===== src/rtl/imem_boot_pkg.sv =====
// Shared definitions for the instruction-memory boot sequencer.
//   boot_state_e : sequencer FSM states (3-bit encoding)
//   PC_SEL_INW   : instruction_unit PC mux select that loads PC from PC_InW
//   WORD_SHIFT   : word index to byte address shift (4-byte words)
package imem_boot_pkg;

  typedef enum logic [2:0] {
    ST_IDLE      = 3'd0,
    ST_CLR_PC    = 3'd1,
    ST_WAIT_DATA = 3'd2,
    ST_WRITE     = 3'd3,
    ST_SET_START = 3'd4,
    ST_DONE      = 3'd5
  } boot_state_e;

  localparam logic [1:0]  PC_SEL_INW = 2'b10;
  localparam int unsigned WORD_SHIFT = 2;

endpackage


===== src/rtl/imem_boot_sequencer.sv =====
// Boot sequencer in front of instruction_unit; sole driver of its control pins.
// Boot mode streams words (valid/ready) into instruction memory from address 0,
// then loads PC with START_ADDR and pulses done. In IDLE the control-unit
// requests pass straight through with zero latency.
// Ports:
//   clk, reset_n              : clock (rising edge), async active-low reset
//   boot_start, ld_count      : load request and word count (1..WORDS_MAX)
//   ld_data/ld_valid/ld_ready : word stream handshake
//   cu_*                      : control-unit requests (honoured only in IDLE)
//   pc_ld..ir_ld, pc_sel,
//   PC_InW, D_In              : instruction_unit control/data
//   busy, cpu_hold            : sequencer active / control-unit stall
//   done, err                 : completion / rejected-request pulses
//   word_cnt                  : words written in the current load
module imem_boot_sequencer
  import imem_boot_pkg::*;
#(
  parameter int          WORDS_MAX  = 1024,
  parameter logic [31:0] START_ADDR = 32'h0000_0000,
  parameter int          CNT_W      = 11
) (
  input  logic             clk,
  input  logic             reset_n,
  input  logic             boot_start,
  input  logic [CNT_W-1:0] ld_count,
  input  logic [31:0]      ld_data,
  input  logic             ld_valid,
  output logic             ld_ready,
  input  logic             cu_pc_ld,
  input  logic             cu_pc_inc,
  input  logic             cu_j_flg,
  input  logic             cu_im_cs,
  input  logic             cu_im_wr,
  input  logic             cu_im_rd,
  input  logic             cu_ir_ld,
  input  logic [1:0]       cu_pc_sel,
  input  logic [31:0]      cu_pc_inw,
  output logic             pc_ld,
  output logic             pc_inc,
  output logic             j_flg,
  output logic             im_cs,
  output logic             im_wr,
  output logic             im_rd,
  output logic             ir_ld,
  output logic [1:0]       pc_sel,
  output logic [31:0]      PC_InW,
  output logic [31:0]      D_In,
  output logic             busy,
  output logic             cpu_hold,
  output logic             done,
  output logic             err,
  output logic [CNT_W-1:0] word_cnt
);

  boot_state_e      state;
  logic [CNT_W-1:0] len_reg;
  logic [31:0]      data_reg;
  logic [CNT_W-1:0] word_cnt_nxt;
  logic             len_ok;

  assign word_cnt_nxt = word_cnt + CNT_W'(1);
  assign len_ok       = (ld_count != '0) && (ld_count <= CNT_W'(WORDS_MAX));

  always_ff @(posedge clk or negedge reset_n) begin
    if (!reset_n) begin
      state    <= ST_IDLE;
      word_cnt <= '0;
      len_reg  <= '0;
      data_reg <= '0;
      done     <= 1'b0;
      err      <= 1'b0;
    end else begin
      done <= 1'b0;
      err  <= 1'b0;
      case (state)
        ST_IDLE: begin
          if (boot_start) begin
            if (len_ok) begin
              len_reg  <= ld_count;
              word_cnt <= '0;
              state    <= ST_CLR_PC;
            end else begin
              err <= 1'b1;
            end
          end
        end
        ST_CLR_PC: state <= ST_WAIT_DATA;
        ST_WAIT_DATA: begin
          if (ld_valid) begin
            data_reg <= ld_data;
            state    <= ST_WRITE;
          end
        end
        ST_WRITE: begin
          word_cnt <= word_cnt_nxt;
          state    <= (word_cnt_nxt == len_reg) ? ST_SET_START : ST_WAIT_DATA;
        end
        ST_SET_START: begin
          done  <= 1'b1;  // registered so it is high exactly during DONE
          state <= ST_DONE;
        end
        ST_DONE: state <= ST_IDLE;
        default: state <= ST_IDLE;
      endcase
    end
  end

  // Output mux: IDLE passes control-unit requests through, other states drive
  // their own strobes. Everything toward instruction_unit is gated by reset_n.
  always_comb begin
    pc_ld    = 1'b0;
    pc_inc   = 1'b0;
    j_flg    = 1'b0;
    im_cs    = 1'b0;
    im_wr    = 1'b0;
    im_rd    = 1'b0;
    ir_ld    = 1'b0;
    pc_sel   = 2'b00;
    PC_InW   = '0;
    D_In     = '0;
    ld_ready = 1'b0;
    case (state)
      ST_IDLE: begin
        pc_ld  = cu_pc_ld;
        pc_inc = cu_pc_inc;
        j_flg  = cu_j_flg;
        im_cs  = cu_im_cs;
        im_wr  = cu_im_wr;
        im_rd  = cu_im_rd;
        ir_ld  = cu_ir_ld;
        pc_sel = cu_pc_sel;
        PC_InW = cu_pc_inw;
      end
      ST_CLR_PC: begin
        pc_ld  = 1'b1;
        pc_sel = PC_SEL_INW;
      end
      ST_WAIT_DATA: ld_ready = 1'b1;
      ST_WRITE: begin
        im_cs  = 1'b1;
        im_wr  = 1'b1;
        pc_inc = 1'b1;
        D_In   = data_reg;
      end
      ST_SET_START: begin
        pc_ld  = 1'b1;
        pc_sel = PC_SEL_INW;
        PC_InW = START_ADDR;
      end
      default: ;
    endcase
    if (!reset_n) begin
      pc_ld    = 1'b0;
      pc_inc   = 1'b0;
      j_flg    = 1'b0;
      im_cs    = 1'b0;
      im_wr    = 1'b0;
      im_rd    = 1'b0;
      ir_ld    = 1'b0;
      pc_sel   = 2'b00;
      PC_InW   = '0;
      D_In     = '0;
      ld_ready = 1'b0;
    end
  end

  assign busy     = (state != ST_IDLE);
  assign cpu_hold = busy | ~reset_n;

endmodule


===== config.mk =====
export PLATFORM = sky130hd
export DESIGN_NAME = imem_boot_sequencer
export DESIGN_NICKNAME = d
export VERILOG_FILES = /design/src/rtl/imem_boot_pkg.sv /design/src/rtl/imem_boot_sequencer.sv
export SDC_FILE = /design/constraint.sdc
export NUM_CORES = 1
export LEC_CHECK = 0
export CELL_PAD_IN_SITES_DETAIL_PLACEMENT = 0
export CELL_PAD_IN_SITES_GLOBAL_PLACEMENT = 1
export CORE_AREA = 2 2 89 91
export DETAILED_ROUTE_END_ITERATION = 16
export DIE_AREA = 0 0 91 93
export DONT_BUFFER_PORTS = 1
export GPL_ROUTABILITY_DRIVEN = 0
export GPL_TIMING_DRIVEN = 0
export HOLD_SLACK_MARGIN = 0.08
export PLACE_DENSITY = 0.82
export SLEW_MARGIN = 20
export SYNTH_ARGS = -nofsm -noshare
export SYNTH_HDL_FRONTEND = slang
export SYNTH_SLANG_ARGS = --single-unit

===== constraint.sdc =====
create_clock -name clk -period 2.1 [get_ports clk]
set_input_delay 0.21 -clock clk [delete_from_list [all_inputs] [get_ports clk]]
set_output_delay 0.21 -clock clk [all_outputs]
set_load 0.05 [all_outputs]

; Yosys cells after proc, flatten, opt, wreduce, memory -nomap -nowiden
; Index checks and enable logic that the tools add are counted.
[word_totals]
register_bits = 59
latch_bits = 0
ram_bits = 0
rom_bits = 0
out_inout_bits = 89
wordCells = 62
n_memories = 0
[op_classes]
n_addsub = 1
multipliers = 0
div = 0
magnitude_cmp = 1
n_eq_ne = 8
shifts = 0
n_mux = 34
bitwise = 2
n_reduce_logical = 10
[ops]
columns = cell, n
row1 = 32-bit 2-to-1 mux, 4
row2 = 11-bit 2-to-1 mux, 2
row3 = 11-bit one-hot mux with 2 select lines, 1
row4 = 1-bit 2-to-1 mux, 16
row5 = 3-bit one-hot mux with 5 select lines, 1
row6 = 3-bit 2-to-1 mux, 4
row7 = 11-bit by 1-bit adder with 11-bit output (second input constant), 1
row8 = 11-bit == test, 1
row9 = 11-bit <= comparator (second input constant), 1
row10 = 11-bit nonzero test, 1
row11 = 3-bit AND reduction, 3
row12 = 1-bit one-hot mux with 2 select lines, 4
row13 = 3-bit by 2-bit == test with 1-bit output (second input constant), 2
row14 = 2-bit != test (second input constant), 3
row15 = 2-bit one-hot mux with 2 select lines, 1
row16 = 3-bit by 1-bit == test with 1-bit output (second input constant), 1
row17 = 3-bit == test (second input constant), 1
row18 = 3-bit logical NOT, 1
row19 = 3-bit nonzero test, 1
row20 = 2-bit 2-to-1 mux, 1
row21 = 2-bit AND reduction, 1
row22 = 2-bit nonzero test, 1
row23 = 2-bit OR reduction, 1
row24 = 1-bit logical AND, 1
row25 = 2 further kinds, 2

; Longest topological paths before layout
[logic_depth]
depth_word = 5
mapped_depth = 8

; Worst setup path before layout
; No wires, ideal clock.
[synth_timing]
path_kind = register to register
from = register word_cnt[0]
to = register state[1]
arrival_time_ps = 2163
required_ps = 1981
setup_slack_ps = -182
path_stages_with_launch = 8
n_path_buf = 1
synth_period_minus_slack_ps = 2282
path_cell_list = dfrtp_1 -> ha_1 -> buf_2 -> nand4_1 -> o41a_2 -> nor4_1 -> o211ai_1 -> o21a_1
[synth_via]
elab_chain_cells = 4
[synth_rtl]
columns = element, line
row1 = from (decl), imem_boot_sequencer.sv:52  ; output logic [CNT_W-1:0] word_cnt
row2 = from (signal assigned), imem_boot_sequencer.sv:95  ; word_cnt <= word_cnt_nxt;
row3 = 11-bit by 1-bit adder with 11-bit output, imem_boot_sequencer.sv:61  ; assign word_cnt_nxt = word_cnt + CNT_W'(1);
row4 = 11-bit == test, imem_boot_sequencer.sv:96  ; state <= (word_cnt_nxt == len_reg) ? ST_SET_START : ST_WAIT_DATA;
row5 = 3-bit 2-to-1 mux, imem_boot_sequencer.sv:96
row6 = 3-bit one-hot mux with 5 select lines, imem_boot_sequencer.sv:75  ; case (state)
row7 = to (signal assigned), imem_boot_sequencer.sv:96
row8 = to (decl), imem_boot_sequencer.sv:55  ; boot_state_e state;
; No other way between the ends.
; A chain may end at the register's enable or synchronous reset.

; Worst setup path after layout
[layout_timing]
from = register state[2]
to = output port cpu_hold
[layout_via]
elab_chain_cells = 2
[layout_rtl]
columns = element, line
row1 = 3-bit nonzero test, imem_boot_sequencer.sv:167  ; assign busy = (state != ST_IDLE);
row2 = net busy, imem_boot_sequencer.sv:48  ; output logic busy,
row3 = 1-bit bitwise OR, imem_boot_sequencer.sv:168  ; assign cpu_hold = busy | ~reset_n;
row4 = to (decl), imem_boot_sequencer.sv:49  ; output logic cpu_hold,
; The timed path passes the listed nets, and every way through them passes these cells.

==> qor.yml <==
ant_nets: 0
largest_register_ffs: 32
place_area_um2: 3526
synth_top_family_by_area: "simple AND/OR/NAND/NOR gates"
place_hpwl_um: 6550
crit_top_cell: "clkinvlp_4"
period_share_pct: 102.3
grt_max_degree: 60
netlist_instances: 335
ir_drop_v: 0.0006498
core_um2: 7527
final_nets: 490
final.fill_count: 623
synthFlopType: "dfrtp_1"
numCtsBuffers: 9
synth_top_area_share_pct: 43.61
grt_pass1_vias: 3149
drv_slew: 0
tritoncts: "built"
slowest_stage: "dfrtp_1"
synth-seq-cells: 59
yosys_warnings: 0
yosys.area.top_type: "dfrtp_1"
io_buffer_count: 0
synth-edff-count: 0
violations: "negative setup slack"
worstPathArrival_ns: 1.94
min_path_type: "in -> reg"
end_kind: "output port"
synthAdderAreaFrac_pct: 0.3695
finalHoldViolCount: 0
crit_buf_inv: 3
grt_pass1_wl_um: 16420
tns_ns: -0.04889
syn-cell-area_um2: 3386
rsz0062_at_grt: "true"
required_ns: 1.89
ys_seq_area_share_pct: 43.61
ys_types: 51
first_pass_iters: 4
multiInputGateArea_um2: 2068
worstPathMaxFanout: 4
finish.utilization_pct: 62.90
first_iter_violations: 104
start_util_pct: 44.98
drive_above_1_share_pct: 47.04
area_delta_synth_final_pct: 39.84
avgSynthCellArea_um2: 10.11
seqCellArea_um2: 1498
gr-total-overflow: 0
num_vias: 2980
p_leak_nw: 2.000
synth_compound_area_share_pct: 9.276
timing.final.crit_period_ns: 2.147
routed_wl_um: 10810
cpLargestDelayFamily: "buffers and inverters"
syn-num-nets: 424
root_buffer: "clkbuf_8"
max_slew_margin_pct: 44.31
p_per_area_nw_per_um2: 1269
antenna_found_initial: 0
fp.dieH_um: 93
synth.area.mux_share_pct: 14.93
route.detailed.drc: 0
finClkSkew_ns: 0.008849
max_stage_delay_ns: 0.41
setup_viol: 2
grt_usage_pct: 25.11
post_drt_wl_per_cell_um: 21.28
synth-simple-area-share_pct: 23.36
chipWidth_um: 91
die_area_um2: 8463
worst_pin_slew_ns: 0.8309
async_flop_share_pct: 100.0
clk_path_buf_depth: 2
final_area_um2: 4735
yosys-top-cells-area: "dfrtp_1 44%, and3_1 13%, mux2_2 12%"
via_per_inst: 5.866
crit_chain: "nor3_4 -> buf_8 -> clkinvlp_4 -> nor2_4 -> clkinvlp_4"
clk_latency_ns: 0.35
worst_slack_ns: -0.04749
antenna_cells: 0
crit_type: "reg -> out"
maxCapViolCount: 0
htree_levels: 3
clk_pin_slew_worst_paths_ns: 0.07
clock_sinks: 59
row_count: 32
ioPinCount: 177
status: "finished with violations"
clock.fmax_ghz: 0.4657
synth_xor_area_share_pct: 3.363
crit_path_start_kind: "register"
## stage by stage
| step | cells | worst slack [ns] | hold WS [ns] | total power (W) |
|---|---|---|---|---|
| 3_3_place_gp | 437 | -0.4437 | -0.08315 | 0.004100 |
| 4_1_cts | 505 | -0.1676 | 0.08081 | 0.005895 |
| 6_report | 508 | -0.04749 | 0.09448 | 0.006007 |
| 5_1_grt | 508 | -0.1267 | 0.09407 | 0.006291 |
| 3_5_place_dp | 437 | -0.4523 | -0.08322 | 0.004160 |
| 2_1_floorplan | 335 | -0.01393 | -0.08559 | 0.003782 |
## kinds of logic after synthesis
family / after synthesis
xor+xnor: 13
simple gates: 136
fa+ha+maj: 1
flops: 59
mux: 43
buf+inv: 37
compound gates: 46
## worst register-to-register path, cell delays in order (launching register included)
cell	delay, ns
dfrtp_2	0.54
buf_8	0.17
inv_1	0.09
or4_4	0.54
a211oi_2	0.19
o221ai_1	0.19
o21a_1	0.22
## power breakdown
group / internal (W) / switching (W)
Clock: 0.000798 / 0.000519
Combinational: 0.00109 / 0.00140
Sequential: 0.00152 / 0.000674
Total: 0.00341 / 0.00259
## Yosys cell counts (2+ instances only)
cell type	n
a211oi_1	2
a21o_1	4
a21oi_1	6
a31oi_1	10
and3_1	69
buf_2	8
clkbuf_1	18
dfrtp_1	59
inv_1	7
mux2_2	36
mux2_4	6
nand2_1	15
nand3_1	6
nand3b_1	2
nand4_1	3
nor2_1	16
nor3_1	7
nor4_1	6
o211ai_1	2
o21a_1	3
o21ai_0	7
o31a_1	2
or2_2	2
xnor2_1	6
xor2_1	7
## timing repair
item	in CTS	in global routing
setup endpoints to repair	75	73
gates resized for setup	141	21
endpoints found under the hold margin	104	0
hold buffers	46	0
pin swaps	9	3
setup buffers	8	6
## final cells by class
class	instances	share of cell area, %
multi-input combinational	239	43.68
sequential	59	31.63
timing repair buffer	60	12.32
buffer	25	3.700
tap	102	2.696
clock inverter	7	2.643
clock buffer	9	2.616
inverter	7	0.7135
## cells in the final DEF, fill, tap and decap left out, types with 8 or more instances in the layout
cell type | synthesis | final
clkbuf_1 | 18 | 8
and3_4 | 0 | 38
dfrtp_2 | 0 | 8
buf_4 | 1 | 16
a31oi_1 | 10 | 10
dlygate4sd3_1 | 0 | 45
dfrtp_1 | 59 | 48
mux2_2 | 36 | 36
clkbuf_8 | 0 | 9
nand2_1 | 15 | 15
nor2_1 | 16 | 13
and3_2 | 1 | 27
## metal layers
layer  vias to the layer above  wire length [um]  share of wire (%)  track usage (%)
li1                       1354                 -                  -                -
met1                      1458              4074                 38            27.38
met2                       142              5736                 53            46.11
met3                        26               718                6.6            6.608
met4                         0               280                2.6            10.61
met5                         -                 0                  0                0
## worst paths after layout
path	to	slack [ns]	from	depth (start not counted)
worst max-delay path	cpu_hold	-0.05	state[2]	5
worst min-delay path	len_reg[10]	0.09	boot_start	3
worst max register to register	state[1]	0.05	word_cnt[8]	6
worst min register to register	data_reg[29]	0.51	data_reg[29]	1
max in group asynchronous	word_cnt[7]	1.42	reset_n	2
min in group asynchronous	len_reg[6]	0.39	reset_n	2
(Power assumes the default switching activity.)
==> RTL edit: new RTL, same flow settings <==
Encoding of `boot_state_e`: now one-hot (6 bits for 6 states).
--- a/src/rtl/imem_boot_pkg.sv
+++ b/src/rtl/imem_boot_pkg.sv
@@ -5,11 +5,11 @@
 package imem_boot_pkg;
 
-  typedef enum logic [2:0] {
-    ST_IDLE      = 3'd0,
-    ST_CLR_PC    = 3'd1,
-    ST_WAIT_DATA = 3'd2,
-    ST_WRITE     = 3'd3,
-    ST_SET_START = 3'd4,
-    ST_DONE      = 3'd5
+  typedef enum logic [5:0] {
+    ST_IDLE      = 6'b000001,
+    ST_CLR_PC    = 6'b000010,
+    ST_WAIT_DATA = 6'b000100,
+    ST_WRITE     = 6'b001000,
+    ST_SET_START = 6'b010000,
+    ST_DONE      = 6'b100000
   } boot_state_e;
 
Function: no difference found for any inputs over 10 cycles, from zero or initial values and one cycle with reset_n low; not proved beyond that.
==> RTL edit against the original RTL <==
The run still ends with setup timing left; worst setup slack got worse by 0.17 ns; cell area rose by 12%; power is 4.8% lower; clock power grew 4%; first-iteration DRC count grew 33%; synthesized cell count increased by 4.2%; area after synthesis increased by 3.6%; routed wire length up 5.9%; non-clock buffer count rose by 15; sequential cell count up 3; largest cell class unchanged.
==> RTL edit: results (changes against the original RTL) <==
\begin{tabular}{lr}
\hline
Metric & Value \\
\hline
\multicolumn{2}{l}{\textbf{Status}} \\
\quad Result of the run & finished, violations left \\
\quad Violations in the final reports & setup timing \\
\multicolumn{2}{l}{\textbf{Setup path}} \\
\quad Register-to-register setup slack & -0.03 ns (-0.08 ns) \\
\quad Critical register-to-register path endpoint & state[2] \\
\quad Depth of the worst register-to-register path & 7 (+1) \\
\multicolumn{2}{l}{\textbf{Synth}} \\
\quad Net Count, Synth & 438 (+3.3\%) \\
\quad Synth top area cells & dfrtp\_1 44\%, mux2\_1 14\%, and3\_1 13\% \\
\quad Syn Inst Count & 349 (+4.2\%) \\
\quad Share of the yosys chip area belonging to registers & 44.3\% (+0.67 points) \\
\multicolumn{2}{l}{\textbf{Placed design}} \\
\quad Number of cells after detailed placement & 451 (+3.2\%) \\
\quad Instance area at placement & 3700 um2 (+5.0\%) \\
\quad Detailed placer's ending HPWL & 6.56 mm (+0.13\%) \\
\multicolumn{2}{l}{\textbf{Timing}} \\
\quad Total negative setup slack & -3.78 ns (-3.73 ns) \\
\quad Worst slew margin relative to its limit & 50.7\% (+6.4 points) \\
\quad Final number of setup-violating endpoints & 56 (+54) \\
\quad Final WS setup & -0.219 ns (-0.172 ns) \\
\multicolumn{2}{l}{\textbf{Drt}} \\
\quad WL final & 11.4 mm (+5.9\%) \\
\quad Ratio of routed vias to standard cells & 5.89 (+0.48\%) \\
\multicolumn{2}{l}{\textbf{Cells and area}} \\
\quad Final net count & 520 (+6.1\%) \\
\quad Final-layout clock-cell area share & 4.80\% (-0.46 points) \\
\quad Multi-Input Combinational & 250 (+4.6\%) \\
\quad Non-Filler Instances & 538 (+5.9\%) \\
\quad Fraction of layout instances using a drive strength above 1 & 41.5\% (-5.5 points) \\
\quad Total area of multi-input combinational cells & 2280 um2 (+10\%) \\
\quad Area share of buffers outside the clock network & 19.4\% (+3.3 points) \\
\quad Sequential cell area share & 29.7\% (-1.9 points) \\
\multicolumn{2}{l}{\textbf{Power}} \\
\quad Leakage power & 2.33 nW (+16\%) \\
\quad Power per Cell Area & 1080 nW/um2 (-15\%) \\
\multicolumn{2}{l}{\textbf{Clocking}} \\
\quad Resize count post-CTS & 166 (+18\%) \\
\quad Clk sinks & 62 (+5.1\%) \\
\multicolumn{2}{l}{\textbf{GRT}} \\
\quad Largest net degree at the start of global routing & 63 (+5.0\%) \\
\quad Number of global-route vias before repair & 3,201 (+1.7\%) \\
\hline
\end{tabular}
RTL edit: cell types whose count changed after synthesis, sizes merged, moves of 3 or more:
cell / before / now
nand3: 7 / 4
o21ai: 8 / 19
and3: 70 / 75
or3: 0 / 3
o21a: 3 / 0
nor4b: 0 / 3
a31oi: 10 / 4
or2: 3 / 0
nor2: 16 / 19
RTL edit: routing by layer:
| layer | vias up | GRT usage [%] | wire, um |
|---|---|---|---|
| li1 | 1430 | - | - |
| met1 | 1600 | 33.9 | 4860 |
| met2 | 123 | 42.4 | 5650 |
| met3 | 18 | 7.98 | 723 |
| met4 | 0 | 9.34 | 212 |
| met5 | - | 0 | 0 |
RTL edit: kinds of logic after synthesis:
group	synth area share [%]
and+or+nand+nor	25.2
DFF	44.3
xor gates and xnor gates	3.25
buffers and inverters	4.89
adders and majority gates	0.357
AOI/OAI and AO/OA	7.03
muxes	15.0
RTL edit: worst min-delay path by stage:
stage                    start           to  cells after the start  slack [ns]
global placement       reset_n   len_reg[6]                      0       -0.08
detailed placement     reset_n  word_cnt[7]                      0       -0.08
finish              boot_start     state[0]                      2         0.1
floorplan              reset_n  data_reg[0]                      0       -0.09
CTS                 boot_start     state[0]                      2        0.08
global route        boot_start     state[0]                      2        0.11
RTL edit: power by group through the flow:
stage	combinational, mW	clock, mW	sequential [mW]
2_1_floorplan	1.48	0	1.86
3_3_place_gp	1.62	0	1.92
3_5_place_dp	1.67	0	1.95
4_1_cts	2.14	1.37	1.97
5_1_grt	2.48	1.44	2.06
6_report	2.34	1.37	2.02
RTL edit: critical path, stage by stage, from the launching register on:
cell and delay (ns):
dfrtp_1 0.39, buf_4 0.14, nor3_4 0.12, and3_4 0.22, clkinvlp_4 0.31, nor2_4 0.28, clkinvlp_4 0.29
